[config.mk]
export PLATFORM = sky130hd
export DESIGN_NAME = serial_word_tx
export DESIGN_NICKNAME = d
export VERILOG_FILES = /design/src/rtl/serial_word_tx.sv
export SDC_FILE = /design/constraint.sdc
export NUM_CORES = 1
export LEC_CHECK = 0
export CORE_ASPECT_RATIO = 2
export CORE_MARGIN = 3
export CORE_UTILIZATION = 51
export CTS_BUF_LIST = sky130_fd_sc_hd__clkbuf_4 sky130_fd_sc_hd__clkbuf_8
export CTS_CLUSTER_DIAMETER = 50
export DETAILED_ROUTE_END_ITERATION = 12
export PLACE_DENSITY_LB_ADDON = 0.08
export SYNTH_ARGS = -nofsm -noshare
export SYNTH_HDL_FRONTEND = slang
export SYNTH_SLANG_ARGS = --single-unit
export TNS_END_PERCENT = 1
[constraint.sdc]
create_clock -name clk -period 4.17 [get_ports clk]
set_input_delay 0.834 -clock clk [delete_from_list [all_inputs] [get_ports clk]]
set_output_delay 0.834 -clock clk [all_outputs]
set_load 0.01 [all_outputs]
[src/rtl/serial_word_tx.sv]
// Serial word transmitter: shifts a WIDTH-bit word out on sda with a generated sck,
// triggered by a debounced active-low button or a valid/ready handshake.
//
// state | meaning
// IDLE  | waiting for trigger, tx_ready high, sck/sda low
// LOW   | sck low, current bit driven on sda
// HIGH  | sck high, sda held for the receiver to sample
// STOP  | sck/sda low for one half-period, then done pulse on return to IDLE
module serial_word_tx #(
   parameter int WIDTH     = 8,
   parameter int CLK_DIV   = 4,
   parameter int DEBOUNCE  = 16,
   parameter bit MSB_FIRST = 1'b1
) (
   input  logic             clk,
   input  logic             rst_n,
   input  logic             bbutton,
   input  logic [WIDTH-1:0] tx_data,
   input  logic             tx_valid,
   output logic             tx_ready,
   output logic             sda,
   output logic             sck,
   output logic             busy,
   output logic             done
);

   localparam int BW = (WIDTH > 1) ? $clog2(WIDTH) : 1;
   localparam int HW = (CLK_DIV > 1) ? $clog2(CLK_DIV) : 1;
   localparam int DW = $clog2(DEBOUNCE);
   localparam logic [BW-1:0] LAST_BIT  = BW'(WIDTH - 1);
   localparam logic [HW-1:0] HALF_LOAD = HW'(CLK_DIV - 1);
   localparam logic [DW-1:0] DB_LAST   = DW'(DEBOUNCE - 1);

   typedef enum logic [1:0] {
      ST_IDLE,
      ST_LOW,
      ST_HIGH,
      ST_STOP
   } state_t;

   state_t           state, state_nxt;
   logic [HW-1:0]    half_cnt, half_cnt_nxt;
   logic [BW-1:0]    bit_cnt, bit_cnt_nxt;
   logic [WIDTH-1:0] shift_reg, shift_reg_nxt;
   logic             sck_nxt, sda_nxt, done_nxt;
   logic             cur_bit;
   logic             trigger;

   logic             sync_1, sync_2;
   logic             db_level;
   logic [DW-1:0]    db_cnt;
   logic             press;

   // Synchroniser flops idle high so a released button never starts a count out of reset.
   always_ff @(posedge clk or negedge rst_n) begin
      if (!rst_n) begin
         sync_1 <= 1'b1;
         sync_2 <= 1'b1;
      end else begin
         sync_1 <= bbutton;
         sync_2 <= sync_1;
      end
   end

   always_ff @(posedge clk or negedge rst_n) begin
      if (!rst_n) begin
         db_level <= 1'b1;
         db_cnt   <= '0;
         press    <= 1'b0;
      end else begin
         press <= 1'b0;
         if (sync_2 == db_level) begin
            db_cnt <= '0;
         end else if (db_cnt == DB_LAST) begin
            db_level <= sync_2;
            db_cnt   <= '0;
            press    <= db_level & ~sync_2;
         end else begin
            db_cnt <= db_cnt + DW'(1);
         end
      end
   end

   assign tx_ready = (state == ST_IDLE);
   assign busy     = (state != ST_IDLE);
   assign trigger  = (state == ST_IDLE) && (tx_valid || press);

   always_comb begin
      state_nxt     = state;
      half_cnt_nxt  = half_cnt;
      bit_cnt_nxt   = bit_cnt;
      shift_reg_nxt = shift_reg;
      done_nxt      = 1'b0;
      case (state)
         ST_IDLE: begin
            if (trigger) begin
               shift_reg_nxt = tx_data;
               bit_cnt_nxt   = '0;
               half_cnt_nxt  = HALF_LOAD;
               state_nxt     = ST_LOW;
            end
         end
         ST_LOW: begin
            if (half_cnt == '0) begin
               half_cnt_nxt = HALF_LOAD;
               state_nxt    = ST_HIGH;
            end else begin
               half_cnt_nxt = half_cnt - HW'(1);
            end
         end
         ST_HIGH: begin
            if (half_cnt == '0) begin
               half_cnt_nxt = HALF_LOAD;
               if (bit_cnt == LAST_BIT) begin
                  state_nxt = ST_STOP;
               end else begin
                  shift_reg_nxt = MSB_FIRST ? (shift_reg << 1) : (shift_reg >> 1);
                  bit_cnt_nxt   = bit_cnt + BW'(1);
                  state_nxt     = ST_LOW;
               end
            end else begin
               half_cnt_nxt = half_cnt - HW'(1);
            end
         end
         ST_STOP: begin
            if (half_cnt == '0) begin
               state_nxt = ST_IDLE;
               done_nxt  = 1'b1;
            end else begin
               half_cnt_nxt = half_cnt - HW'(1);
            end
         end
         default: begin
            state_nxt = ST_IDLE;
         end
      endcase
   end

   // Outputs are registered from the next-state view so sda is valid in the first LOW cycle.
   always_comb begin
      cur_bit = MSB_FIRST ? shift_reg_nxt[WIDTH-1] : shift_reg_nxt[0];
      sck_nxt = (state_nxt == ST_HIGH);
      sda_nxt = ((state_nxt == ST_LOW) || (state_nxt == ST_HIGH)) ? cur_bit : 1'b0;
   end

   always_ff @(posedge clk or negedge rst_n) begin
      if (!rst_n) begin
         state     <= ST_IDLE;
         half_cnt  <= '0;
         bit_cnt   <= '0;
         shift_reg <= '0;
         sck       <= 1'b0;
         sda       <= 1'b0;
         done      <= 1'b0;
      end else begin
         state     <= state_nxt;
         half_cnt  <= half_cnt_nxt;
         bit_cnt   <= bit_cnt_nxt;
         shift_reg <= shift_reg_nxt;
         sck       <= sck_nxt;
         sda       <= sda_nxt;
         done      <= done_nxt;
      end
   end

endmodule

==> results.json <==
{
  "rr_worst_depth": 7,
  "crit_chain": "inv_1, ha_1, inv_1, clkdlybuf4s50_1",
  "vias": 951,
  "grt_overflow_total": 0,
  "avgRoutedWirePerCell_um": 15.14,
  "hold_buffers": 0,
  "syn_to_final_growth_pct": 17.07,
  "fin_nets": 162,
  "setup.worst_path.start": "state[1]",
  "die-area_mm2": 0.003465,
  "maxSlewHeadroom_pct": 26.22,
  "power_density_mw_per_mm2": 628.9,
  "cts_tree": "done",
  "grt_max_degree": 26,
  "path_clk_slew_ns": 0.09,
  "m1WireLength_um": 1013,
  "p_leak_nw": 0.7771,
  "drt_iter0_drc": 18,
  "worstSetupPathType": "reg2out",
  "r2r_end": "sda",
  "grtUsageTotal_pct": 16.64,
  "max_stage_delay_ns": 0.50,
  "yosysSeqAreaShare_pct": 46.49,
  "final_common_cell": "dfrtp_1",
  "die_w_um": 43.15,
  "endpoint_kind": "output port",
  "worst-path-stages": 4,
  "largest_register_ffs": 8,
  "worstPathRequired_ns": 3.34,
  "detail_route.vias_per_cell": 5.729,
  "finalSetupTns_ns": 0,
  "diodes": 0,
  "cts_root_buf": "clkbuf_8",
  "drv_slew": 0,
  "status": "complete, no violations",
  "r2r_start": "state[1]",
  "cap_violations": 0,
  "clk_latency_ns": 0.27,
  "synth_area_mm2": 0.001408,
  "rows": 26,
  "tightestPinTransition_ns": 1.103,
  "hold_viol": 0,
  "synth_seq_cells": 26,
  "dpl.hpwl_um": 1927,
  "drt_first_pass_iters": 4,
  "start_util_pct": 54.09,
  "netlist_instances": 122,
  "drive_gt1_share_pct": 14.49,
  "numCtsBuffers": 3,
  "synth_edf_count": 0,
  "setup_viol": 0,
  "cts.sinks": 26,
  "met3WireLength_um": 44,
  "cpMaxStageDelayCell": "clkdlybuf4s50_1",
  "portBuffers": 16,
  "drtAntennaViolNets": 0,
  "worst-path-max-fanout": 11,
  "cts_resized": 0,
  "fillCellCount": 230,
  "preCtsSetupSlack_ns": 1.603,
  "peakVddDrop_mv": 0.3520,
  "avgSynthCellArea_um2": 11.54,
  "cts_max_level": 1,
  "cp_data_arrival_time_ns": 1.87,
  "r2r_setup_slack_ns": 1.97,
  "crit_end": "busy",
  "gp_congestion": 0.7291,
  "synth_cell_types": 40,
  "cts_setup_buffers": 0,
  "antenna_found_initial": 0,
  "grt_pass1_wl_um": 4429,
  "final_cell_mix": "23 x dfrtp_1, 16 x clkdlybuf4s50_1, 13 x inv_1",
  "boundaryPins": 17,
  "drt_wl_total_um": 2514,
  "synth_nets": 145,
  "async_reset_ff_share_pct": 100.0,
  "topRoutingLayerUsed": "met4",
  "critPathTopFamily": "buffers and inverters",
  "grt_setup_unrepaired": "no",
  "routed-wl-met2_um": 1408,
  "crit_top_cell": "inv_1",
  "synth_flop_cell": "dfrtp_1",
  "die_h_um": 80.30,
  "coreArea_mm2": 0.002603,
  "critPathLaunchType": "flip-flop",
  "ys_warn_count": 0,
  "timing.critical_path.buf_inv": 3,
  "hp-class": "reg2reg",
  "cts.path.max_buffers": 2,
  "drc": 0,
  "grt_pass1_vias": 996,
  "fin_ws_ns": 1.467,
  "fin_skew_ns": 0.004123,
  "fmax_mhz": 370.0,
  "min_period_ns": 2.703,
  "fin_crit_sh_pct": 64.81
}
[cell families after synthesis]
family                     Yosys count  share of synthesized area, %
AOI/OAI and AO/OA                   30                         16.09
DFF                                 26                         46.49
and+or+nand+nor                     25                         10.76
buffers and inverters               18                         5.867
muxes                               11                         10.40
adders and majority gates           11                         9.778
xor gates and xnor gates             1                        0.6223
[final cells by class]
cell class | instances | area, µm² | share of cell area, %
multi-input combinational | 78 | 670.6 | 40.70
sequential | 26 | 654.4 | 39.71
timing repair buffer | 17 | 167.7 | 10.17
inverter | 13 | 48.80 | 2.961
clock buffer | 3 | 41.29 | 2.506
tap | 28 | 35.03 | 2.126
clock inverter | 1 | 30.03 | 1.822
[report_power, final]
part           switching [W]  leakage (nW)  total, W  internal, W
Combinational       0.000232         0.408  0.000473     0.000242
Clock              0.0000748        0.0357  0.000203     0.000128
Sequential         0.0000450         0.333  0.000360     0.000315
[cell usage after synthesis, drive strengths merged (2+ instances only)]
library cell	n	area (µm²)
buf	3	26.27
nor2b	2	12.51
a31oi	4	25.02
o21ai	3	15.01
dfrtp	23	575.6
mux2	8	116.4
inv	13	48.80
dfstp	3	78.83
ha	11	137.6
nand2	7	26.28
nor2	3	11.26
clkbuf	2	7.510
o22ai	2	12.51
nand4b	3	26.28
a21oi	5	25.02
mux2i	3	30.03
a22o	6	52.55
[worst reg2reg max path, stage by stage (launching register included)]
cell     delay [ns]
dfrtp_1        0.46
inv_1          0.11
ha_1           0.38
o21a_1         0.41
o22ai_1        0.15
a21o_1         0.21
ha_1           0.28
a31oi_1        0.13
[per-stage QoR]
step,util [%],power [W],area [µm²],std cells,hold slack (ns)
6_report,63.32,0.001036,1648,166,0.3617
5_1_grt,63.32,0.001113,1648,166,0.3684
4_1_cts,63.32,0.001050,1648,166,0.3654
3_5_place_dp,60.58,0.0008412,1577,162,0.3521
3_3_place_gp,60.58,0.0008214,1577,162,0.3490
2_1_floorplan,-,0.0007326,1408,122,0.3452
[how the worst min path moves through the flow]
stage | start | endpoint | cells past startpoint
floorplan | sync_1 | sync_2 | 0
global placement | sync_1 | sync_2 | 0
detailed placement | sync_1 | sync_2 | 0
CTS | sync_1 | sync_2 | 0
global route | sync_1 | sync_2 | 0
finish | sync_1 | sync_2 | 0
[layer usage]
metal	global-route usage [%]	up-vias
li1	-	465
met1	19.07	467
met2	30.42	13
met3	0.8969	6
met4	7.553	0
met5	0	-
(Power assumes the default switching activity.)
